--- src/rtl/rvga_decode_unit.sv ---
`default_nettype none
// ============================================================================
// Module   : rvga_decode_unit
// Purpose  : RV32I decode stage. Classifies opcodes, builds immediates,
//            extracts register/function fields, flags illegal opcodes and
//            issues an early JAL redirect. Registered output, optional skid.
// Revision : 1.0 - initial release
// ============================================================================
module rvga_decode_unit #(
    parameter int XLEN         = 32,
    parameter bit SKID         = 1'b1,
    parameter bit REDIRECT_JAL = 1'b1
) (
    input  logic            clk,
    input  logic            rst,
    input  logic            flush,
    input  logic            ifetch_decode_valid,
    output logic            ifetch_decode_ready,
    input  logic [31:0]     ifetch_decode_instruction,
    input  logic [XLEN-1:0] ifetch_decode_pc,
    output logic            decode_exec_valid,
    input  logic            decode_exec_ready,
    output logic [XLEN-1:0] decode_exec_pc,
    output logic [6:0]      decode_exec_opcode,
    output logic [2:0]      decode_exec_inst_type,
    output logic [4:0]      decode_exec_rd,
    output logic [4:0]      decode_exec_rs1,
    output logic [4:0]      decode_exec_rs2,
    output logic [2:0]      decode_exec_funct3,
    output logic [6:0]      decode_exec_funct7,
    output logic [XLEN-1:0] decode_exec_imm,
    output logic            decode_exec_illegal,
    output logic            decode_hazard_pc_redirect,
    output logic [XLEN-1:0] decode_hazard_redirect_target
);

    typedef logic [XLEN-1:0] rvga_word;

    // rvga_inst_type encoding
    localparam logic [2:0] TYPE_R = 3'd0;
    localparam logic [2:0] TYPE_I = 3'd1;
    localparam logic [2:0] TYPE_S = 3'd2;
    localparam logic [2:0] TYPE_B = 3'd3;
    localparam logic [2:0] TYPE_U = 3'd4;
    localparam logic [2:0] TYPE_J = 3'd5;

    localparam logic [6:0] OPC_LUI    = 7'b0110111;
    localparam logic [6:0] OPC_AUIPC  = 7'b0010111;
    localparam logic [6:0] OPC_JAL    = 7'b1101111;
    localparam logic [6:0] OPC_JALR   = 7'b1100111;
    localparam logic [6:0] OPC_LOAD   = 7'b0000011;
    localparam logic [6:0] OPC_OPIMM  = 7'b0010011;
    localparam logic [6:0] OPC_BRANCH = 7'b1100011;
    localparam logic [6:0] OPC_STORE  = 7'b0100011;
    localparam logic [6:0] OPC_OP     = 7'b0110011;

    typedef struct packed {
        rvga_word   pc;
        logic [6:0] opcode;
        logic [2:0] itype;
        logic [4:0] rd;
        logic [4:0] rs1;
        logic [4:0] rs2;
        logic [2:0] funct3;
        logic [6:0] funct7;
        rvga_word   imm;
        logic       illegal;
    } bundle_t;

    logic [31:0] w_inst;
    bundle_t     w_dec;
    bundle_t     w_out;
    logic        w_out_valid;
    logic        w_ready;
    logic        w_in_xfer;
    logic        w_out_xfer;

    assign w_inst = ifetch_decode_instruction;

    // Combinational decode of the presented instruction
    always_comb begin
        w_dec         = '0;
        w_dec.pc      = ifetch_decode_pc;
        w_dec.opcode  = w_inst[6:0];
        w_dec.rd      = w_inst[11:7];
        w_dec.rs1     = w_inst[19:15];
        w_dec.rs2     = w_inst[24:20];
        w_dec.funct3  = w_inst[14:12];
        w_dec.funct7  = w_inst[31:25];
        w_dec.itype   = TYPE_R;
        w_dec.imm     = '0;
        w_dec.illegal = 1'b0;
        case (w_inst[6:0])
            OPC_LUI, OPC_AUIPC: begin
                w_dec.itype = TYPE_U;
                w_dec.imm   = {w_inst[31:12], 12'b0};
            end
            OPC_JAL: begin
                w_dec.itype = TYPE_J;
                w_dec.imm   = {{12{w_inst[31]}}, w_inst[19:12], w_inst[20],
                               w_inst[30:21], 1'b0};
            end
            OPC_JALR, OPC_LOAD, OPC_OPIMM: begin
                w_dec.itype = TYPE_I;
                w_dec.imm   = {{20{w_inst[31]}}, w_inst[31:20]};
            end
            OPC_BRANCH: begin
                w_dec.itype = TYPE_B;
                w_dec.imm   = {{20{w_inst[31]}}, w_inst[7], w_inst[30:25],
                               w_inst[11:8], 1'b0};
            end
            OPC_STORE: begin
                w_dec.itype = TYPE_S;
                w_dec.imm   = {{20{w_inst[31]}}, w_inst[31:25], w_inst[11:7]};
            end
            OPC_OP: begin
                w_dec.itype = TYPE_R;
            end
            default: begin
                w_dec.itype   = TYPE_R;
                w_dec.illegal = 1'b1;
            end
        endcase
    end

    // Flush wins over any handshake: a flushed input is simply not taken
    assign w_in_xfer  = ifetch_decode_valid & w_ready & ~flush;
    assign w_out_xfer = w_out_valid & decode_exec_ready;

    generate
        if (SKID) begin : g_skid
            localparam logic [1:0] ST_EMPTY = 2'd0;
            localparam logic [1:0] ST_ONE   = 2'd1;
            localparam logic [1:0] ST_TWO   = 2'd2;

            logic [1:0] state_q, state_d;
            bundle_t    out_q, out_d;
            bundle_t    skid_q, skid_d;
            logic       ready_q;

            // Occupancy FSM: output register plus one overflow entry
            always_comb begin
                state_d = state_q;
                out_d   = out_q;
                skid_d  = skid_q;
                case (state_q)
                    ST_EMPTY: begin
                        if (w_in_xfer) begin
                            out_d   = w_dec;
                            state_d = ST_ONE;
                        end
                    end
                    ST_ONE: begin
                        if (w_in_xfer && w_out_xfer) begin
                            out_d = w_dec;
                        end else if (w_in_xfer) begin
                            skid_d  = w_dec;
                            state_d = ST_TWO;
                        end else if (w_out_xfer) begin
                            state_d = ST_EMPTY;
                        end
                    end
                    ST_TWO: begin
                        if (w_out_xfer) begin
                            out_d   = skid_q;
                            state_d = ST_ONE;
                        end
                    end
                    default: state_d = ST_EMPTY;
                endcase
                if (flush) begin
                    state_d = ST_EMPTY;
                end
            end

            // State/data registers; ready is precomputed from next state
            always_ff @(posedge clk) begin
                if (rst) begin
                    state_q <= ST_EMPTY;
                    out_q   <= '0;
                    skid_q  <= '0;
                    ready_q <= 1'b1;
                end else begin
                    state_q <= state_d;
                    out_q   <= out_d;
                    skid_q  <= skid_d;
                    ready_q <= (state_d != ST_TWO);
                end
            end

            assign w_out       = out_q;
            assign w_out_valid = (state_q != ST_EMPTY);
            assign w_ready     = ready_q;
        end else begin : g_noskid
            logic    valid_q;
            bundle_t out_q;

            // Single output register with pass-through ready
            always_ff @(posedge clk) begin
                if (rst) begin
                    valid_q <= 1'b0;
                    out_q   <= '0;
                end else if (flush) begin
                    valid_q <= 1'b0;
                end else if (w_in_xfer) begin
                    valid_q <= 1'b1;
                    out_q   <= w_dec;
                end else if (w_out_xfer) begin
                    valid_q <= 1'b0;
                end
            end

            assign w_out       = out_q;
            assign w_out_valid = valid_q;
            // Ready stays high while reset is held so upstream never stalls on it
            assign w_ready     = ~valid_q | decode_exec_ready | rst;
        end
    endgenerate

    generate
        if (REDIRECT_JAL) begin : g_redirect
            logic     redirect_q;
            rvga_word target_q;

            // One-cycle pulse for every accepted JAL; target held afterwards
            always_ff @(posedge clk) begin
                if (rst) begin
                    redirect_q <= 1'b0;
                    target_q   <= '0;
                end else begin
                    redirect_q <= w_in_xfer && (w_dec.opcode == OPC_JAL);
                    if (w_in_xfer && (w_dec.opcode == OPC_JAL)) begin
                        target_q <= w_dec.pc + w_dec.imm;
                    end
                end
            end

            assign decode_hazard_pc_redirect     = redirect_q;
            assign decode_hazard_redirect_target = target_q;
        end else begin : g_no_redirect
            assign decode_hazard_pc_redirect     = 1'b0;
            assign decode_hazard_redirect_target = '0;
        end
    endgenerate

    assign ifetch_decode_ready   = w_ready;
    assign decode_exec_valid     = w_out_valid;
    assign decode_exec_pc        = w_out.pc;
    assign decode_exec_opcode    = w_out.opcode;
    assign decode_exec_inst_type = w_out.itype;
    assign decode_exec_rd        = w_out.rd;
    assign decode_exec_rs1       = w_out.rs1;
    assign decode_exec_rs2       = w_out.rs2;
    assign decode_exec_funct3    = w_out.funct3;
    assign decode_exec_funct7    = w_out.funct7;
    assign decode_exec_imm       = w_out.imm;
    assign decode_exec_illegal   = w_out.illegal;

endmodule
`default_nettype wire

--- config.mk ---
export PLATFORM = sky130hd
export DESIGN_NAME = rvga_decode_unit
export DESIGN_NICKNAME = d
export VERILOG_FILES = /design/src/rtl/rvga_decode_unit.sv
export SDC_FILE = /design/constraint.sdc
export NUM_CORES = 1
export LEC_CHECK = 0
export ABC_AREA = 0
export CAP_MARGIN = 0
export CORE_MARGIN = 1
export CORE_UTILIZATION = 48
export CTS_CLUSTER_DIAMETER = 80
export DETAILED_ROUTE_END_ITERATION = 6
export GPL_TIMING_DRIVEN = 0
export PLACE_DENSITY = 0.73
export SETUP_SLACK_MARGIN = 0.3
export SLEW_MARGIN = 25
export SYNTH_ARGS = -nofsm -noshare
export SYNTH_HDL_FRONTEND = slang
export SYNTH_SLANG_ARGS = --single-unit
export TNS_END_PERCENT = 5
--- constraint.sdc ---
create_clock -name clk -period 3.67 [get_ports clk]
set_input_delay 0.5505 -clock clk [delete_from_list [all_inputs] [get_ports clk]]
set_output_delay 0.5505 -clock clk [all_outputs]
set_load 0.03 [all_outputs]
==> impl_metrics.ini, run 1 <==
[routing]
vias = 11743
drc = 2
drt-initial-drc-count = 957
wl_per_cell_um = 19.4
postRouteAntennaNets = 0
drt_first_pass_iters = 7
wl_mm = 39.4
routed_via_density = 5.79

[global_route]
grt_max_degree = 14
grt_pass1_wl_mm = 59.4
met1_usage_pct = 41.3
grt.met3_usage_pct = 5.21
met2_usage_pct = 51.8
antenna_found_initial = 0
grt_overflow_total = 0
grt-busiest-layer = met2
grt_usage_pct = 32.1
first_global_vias = 10931

[synth]
post-synth-top-count-cell = nand2_1
synth_cells = 1455
netlist_area_um2 = 11000
synth.avg_cell_area_um2 = 7.59
synth_commonest_cells = nand2_1 (351), dfxtp_1 (236), nor2_1 (196)
yosysSeqAreaShare_pct = 42.8
synthFlopType = dfxtp_1
ys.warnings.count = 0
async_reset_ff_share_pct = 0
synthDominantCellAreaShare_pct = 42.8
synth_area_leaders = dfxtp_1 (43%), nand2_1 (12%), a21oi_1 (7.7%), nor2_1 (6.7%), a311oi_1 (5.3%)
synth_seq_cells = 236
synth-edff-count = 0
synth_fp_nets = 1556
synth_cell_types = 62
yosys.area.top_type = dfxtp_1

[timing]
rsz0062_at_grt = yes
finalHoldViolations = 0
period_needed_ps = 3420
fmax_mhz = 292
skew_ps = 12.3
holdWs_ps = 267
setup_tns_ps = 0
finalCritPeriodShare_pct = 93.3
layout_setup_ws_ps = 245
setup_viol = 0
finalMaxSlewViolations = 0
slew_headroom_pct = 34.5
worst_pin_slew_ps = 982

[worst_setup_path]
worstPathArrival_ps = 3850
start_kind = input pin
crit_path_end_kind = flop
required_ps = 4100
crit_fanout = 8
path_buf_inv = 4
rrSetupSlack_ps = 860
setup.worst_path.class = in2reg
r2r_end = decode_exec_pc[22]
slowest_stage = ha_1
path_cells = buf_2, clkbuf_8, buf_4, o221ai_4, nor2_4, a21oi_2, inv_1, ha_1, nand2_1, nor2_1, nand3_2, o21ai_4, a221oi_4, o41ai_2, o21ai_2, xnor2_1, a22o_1
cp_top_family = compound AO/OA/AOI/OAI gates
slowest_delay_ps = 400
r2r_start = ifetch_decode_ready
reg2reg_depth = 7

[power]
intPower_mw = 4.89
p_seq_share_pct = 40.9
combinationalPowerShare_pct = 13.5
irDropWorstVdd_v = 0.000310
power_frac_clock_pct = 45.6
switching_power_mw = 1.66
p_per_area_nw_per_um2 = 429
cellLeakagePower_nw = 5.73
p_sw_share_pct = 25.4

[cts]
clkSinkCount = 236
htreeDepth = 1
cts_root_buf = clkbuf_16
numCtsBuffers = 26
cts_tree = yes
clk_pin_slew_ps = 70
clk_latency_ps = 540
cts_buffer_depth = 3
cts_hold_buf = 0

[worst_hold_path]
hold_start = ifetch_decode_instruction[3]
hold_class = in2reg
hold_depth = 3
hold_end = g_skid.skid_q[64]

[status]
violations = design-rule violations
status = finished with violations

[floorplan]
core_area_um2 = 22600
die_h_um = 154
ios = 204
die_w_um = 154
die_area_um2 = 23600
row_count = 55
start_util_pct = 48.9

[placed_design]
dp_slack_ps = -1300
place.gp.congestion = 0.921
dp.cells = 1940
port_buffers = 200
dp_hpwl_mm = 27.9

[job]
maxCapViolCount = 0

[final_layout]
area_growth_pct = 38.2
num-nets-final = 1826
drive_gt1_share_pct = 10.8
stdcell_count = 2029
==> final cells by class <==
cell class	count	area, um^2
Antenna cell	1	2.50
Clock inverter	11	230
Timing Repair Buffer	242	2340
Sequential cell	236	4720
Clock buffer	35	746
Fill cell	1901	7300
Tap cell	285	357
Inverter	46	175
Multi-Input combinational cell	1062	6190
Buffer	111	508
==> routing by layer <==
| layer | vias to the layer above | part of all wire [%] |
|---|---|---|
| met5 | - | 0 |
| met4 | 0 | 5.2 |
| met3 | 126 | 8.5 |
| met2 | 564 | 45 |
| met1 | 5514 | 41 |
| li1 | 5539 | - |
==> registers in the layout, summed over array words and instances (netlist names), 5 cells and up <==
name and cells:
g_skid.skid_q 100, decode_exec_imm 32, decode_exec_pc 32, decode_hazard_redirect_target 32
decode_exec_funct7 7, decode_exec_opcode 7, decode_exec_rd 5, decode_exec_rs1 5
decode_exec_rs2 5
==> placed cells by master (no fill, tap or decap), drive strengths merged, types with 2 or more instances in the layout <==
master and instances:
a31oi 6, o21ai 28, nor2 196, nor2b 5, nand3b 5, dfxtp 236
o221ai 2, clkinv 4, and2 2, nor4 3, a31o 2, nand3 13
nor3 15, buf 62, or2 4, nor3b 2, a21boi 5, a21oi 174
o31ai 4, xnor2 19, nand2b 4, a21o 6, a22oi 6, o21bai 6
a311oi 67, a22o 2, or3 5, nand2 351, and3 3, bufinv 7
a211oi 61, nand4 5, o211ai 10, clkdlybuf4s50 194, inv 46, xor2 6
clkbuf 131, mux2i 2, ha 31, o21a 2
==> tightest hold or removal path, delay by kind of cell <==
family | cells | cell delay (ps)
AND/OR/NAND/NOR | 1 | 50
buffers and inverters | 1 | 110
AO/OA/AOI/OAI | 1 | 50
==> stage by stage <==
stage	total power [mW]	utilization, %	area, um^2
after CTS	6.50	65.7	14800
after global routing	6.72	67.6	15300
final	6.55	67.6	15300
after global placement	3.53	59.8	13500
after detailed placement	3.53	59.8	13500
after floorplan	3.18	-	11100
==> cells by family (layout without fill, tap and decap cells) <==
kind of cell,Yosys count,count (layout),synth area share [%]
AND/OR/NAND/NOR,614,614,22.4
AO/OA/AOI/OAI,389,389,23.5
flip-flops,236,236,42.8
buffers and inverters,157,445,5.49
adder cells (fa/ha/maj),32,32,3.69
XOR/XNOR,25,25,1.98
multiplexers,2,2,0.181
other,0,1,0
==> timing repair <==
action / in CTS / in global routing
gates resized for setup: 68 / 55
gates cloned: 0 / 1
pin swaps: 18 / 30
setup buffers: 18 / 23
endpoints found under the setup margin: 25 / 17
hold endpoints to repair: 0 / 0
==> power groups by stage <==
stage	Combinational [mW]	Sequential [mW]	Clock [mW]
6_report	0.883	2.68	2.98
5_1_grt	0.937	2.69	3.09
4_1_cts	0.829	2.68	2.99
3_5_place_dp	0.799	2.73	0
3_3_place_gp	0.793	2.73	0
2_1_floorplan	0.336	2.85	0
==> worst max-delay path by stage <==
stage,startpoint,endpoint,slack [ps],cells past startpoint
2_1_floorplan,ifetch_decode_instruction[3],decode_hazard_redirect_target[30],70,20
3_3_place_gp,ifetch_decode_instruction[5],decode_hazard_redirect_target[31],-1270,17
3_5_place_dp,ifetch_decode_instruction[5],decode_hazard_redirect_target[31],-1300,17
4_1_cts,ifetch_decode_instruction[1],decode_hazard_redirect_target[30],290,20
5_1_grt,ifetch_decode_instruction[6],decode_hazard_redirect_target[30],120,17
6_report,ifetch_decode_instruction[6],decode_hazard_redirect_target[31],250,17
Note: power is estimated with default switching activity, not from simulation.
==> inputs of run 2 (changes only) <==
==> constraint.sdc (replaced) <==
create_clock -name clk -period 3.67 [get_ports clk]
set_input_delay 1.101 -clock clk [delete_from_list [all_inputs] [get_ports clk]]
set_output_delay 1.101 -clock clk [all_outputs]
set_load 0.03 [all_outputs]
==> run 2 against run 1 <==
Against the previous run:
- the flow finishes with violations (negative setup slack)
- flip-flop and latch count unchanged
- cell count up 1.4%
- combinational power up 4.8%
- global-route usage up 1.0 points
- clock power about the same
- first-iteration DRC count up 11%
- register-to-register slack better by 210 ps
- sequential share of layout area down 1.1 points
- critical endpoint unchanged
- largest power group unchanged
==> impl_metrics.ini, run 2 (synthesis results as in run 1) <==
[status]
status = finished with violations
violations = negative setup slack

[final_layout]
regMostFlops = g_skid.skid_q
mostFrequentLayoutCells = nand2_1 (344), dfxtp_1 (236), nor2_1 (190), clkdlybuf4s50_1 (190), a21oi_1 (149)
fin_util_pct = 70.0
largest_register_ffs = 100
drive_gt1_share_pct = 15.5
layout_commonest_cell = nand2_1
stdcell_count = 2058
num-nets-final = 1854
area_growth_pct = 43.1
multiInputGateArea_um2 = 6490
regArea_um2 = 4720
fillCellCount = 1797

[global_route]
grt_max_degree = 14
grt_pass1_wl_mm = 61.5
antenna_found_initial = 1
grt_usage_pct = 33.1
first_global_vias = 11333
grt_overflow_total = 0

[timing]
finalMaxSlewViolations = 0
period_needed_ps = 3820
rsz0062_at_grt = yes
finalHoldViolations = 0
finalCritPeriodShare_pct = 104
slew_headroom_pct = 38.1
layout_setup_ws_ps = -153
holdWs_ps = 452
fmax_mhz = 262
setup_viol = 11
worst_pin_slew_ps = 929
skew_ps = 18.7

[power]
p_per_area_nw_per_um2 = 417
cellLeakagePower_nw = 5.92
irDropWorstVdd_v = 0.000307
totalPowerFinal_mw = 6.59

[routing]
wl_mm = 40.9
vias = 11995
drt_first_pass_iters = 5
drc = 0
postRouteAntennaNets = 0
drt-initial-drc-count = 1060
routed_via_density = 5.83
wl_per_cell_um = 19.9

[cts]
cts_tree = yes
cts_buffer_depth = 3
htreeDepth = 1
clk_pin_slew_ps = 60
clk_latency_ps = 550
clkSinkCount = 236
numCtsBuffers = 26
cts_root_buf = clkbuf_16

[worst_hold_path]
hold_start = decode_hazard_redirect_target[14]
hold_class = reg2reg

[worst_setup_path]
crit_fanout = 6
slowest_stage = o41ai_2
path_buf_inv = 3
r2r_start = g_skid.state_q[1]
cp_top_family = compound AO/OA/AOI/OAI gates
setup.worst_path.class = in2reg
crit_path_start = ifetch_decode_instruction[6]
required_ps = 4100
start_kind = input pin
crit_path_end_kind = flop
slowest_delay_ps = 370
path_cells = buf_4, clkbuf_8, nor3_2, a31oi_4, nor2_2, o21ai_2, o21a_1, inv_2, ha_4, nand4_1, nor4_4, a21oi_4, o21ai_4, a221oi_4, o41ai_2, o21ai_2, xnor2_1, a22o_1
cp_common_cell = o21ai_2
worstPathArrival_ps = 4250

[floorplan]
row_count = 55
die_area_um2 = 23600
die_w_um = 154
start_util_pct = 48.9
ios = 204
die_h_um = 154
core_area_um2 = 22600

[placed_design]
dp_hpwl_mm = 27.9
place.gp.congestion = 0.921
dp.cells = 1940
port_buffers = 200

[job]
maxCapViolCount = 0
==> run 2: cell types whose count changed in the layout (fill, tap and decap cells not counted), moves of 4 or more <==
| cell | change |
|---|---|
| clkbuf_2 | +9 |
| clkdlybuf4s50_1 | -4 |
| a21oi_2 | +4 |
| buf_6 | +5 |
| inv_2 | +12 |
| a21oi_1 | -7 |
| ha_1 | -12 |
| ha_4 | +14 |
| buf_4 | +25 |
| clkbuf_1 | -6 |
| inv_1 | -12 |
| dlygate4sd2_1 | +4 |
==> run 2: area by class of cell <==
cell class / count / share of cell area [%]
Tap cell: 285 / 2.26
Antenna cell: 2 / 0.0317
Inverter: 46 / 1.11
Multi-Input combinational cell: 1062 / 41.1
Timing Repair Buffer: 270 / 16.1
Clock inverter: 11 / 1.46
Sequential cell: 236 / 29.9
Clock buffer: 35 / 4.72
Buffer: 111 / 3.32
==> run 2: worst min-delay path: stages (launching register included) <==
cell and delay [ps]:
dfxtp_1 310, nand2_1 50, a21oi_1 50
==> run 2: report_power, final <==
| group | internal [mW] | total, mW | switching (mW) |
|---|---|---|---|
| combinational | 0.369 | 0.925 | 0.556 |
| sequential | 2.64 | 2.68 | 0.0440 |
| clock | 1.91 | 2.99 | 1.08 |
==> run 2: final timing paths <==
kind | endpoint | slack [ps] | cells past startpoint
worst min-delay path | decode_hazard_redirect_target[14] | 450 | 2
worst min register to register | decode_hazard_redirect_target[14] | 450 | 2
worst max-delay path | decode_hazard_redirect_target[31] | -150 | 18
worst max register to register | decode_exec_imm[30] | 1070 | 8
==> run 2: through the flow <==
| step | worst slack, ps | area [um^2] | setup TNS (ps) |
|---|---|---|---|
| 6_report | -153 | 15800 | -793 |
| 5_1_grt | -264 | 15800 | -2250 |
| 4_1_cts | -50.6 | 15400 | -60.4 |
| 3_5_place_dp | -1850 | 13500 | -56410 |
| 3_3_place_gp | -1820 | 13500 | -48770 |
| 2_1_floorplan | -476 | 11100 | -4690 |
==> run 2: what timing repair did <==
item,in CTS,in global routing
resized for setup,136,69
endpoints found under the setup margin,56,185
hold buffers,0,0
buffers inserted,53,17
pin swaps,48,50
==> run 2: routing by layer <==
metal	track usage (%)	part of all wire [%]	routed length, um	vias up
met2	53.7	45	18200	640
met5	0	0	0	-
li1	-	-	-	5591
met4	18.0	6.6	2690	0
met3	5.83	9.0	3700	161
met1	41.8	40	16300	5603
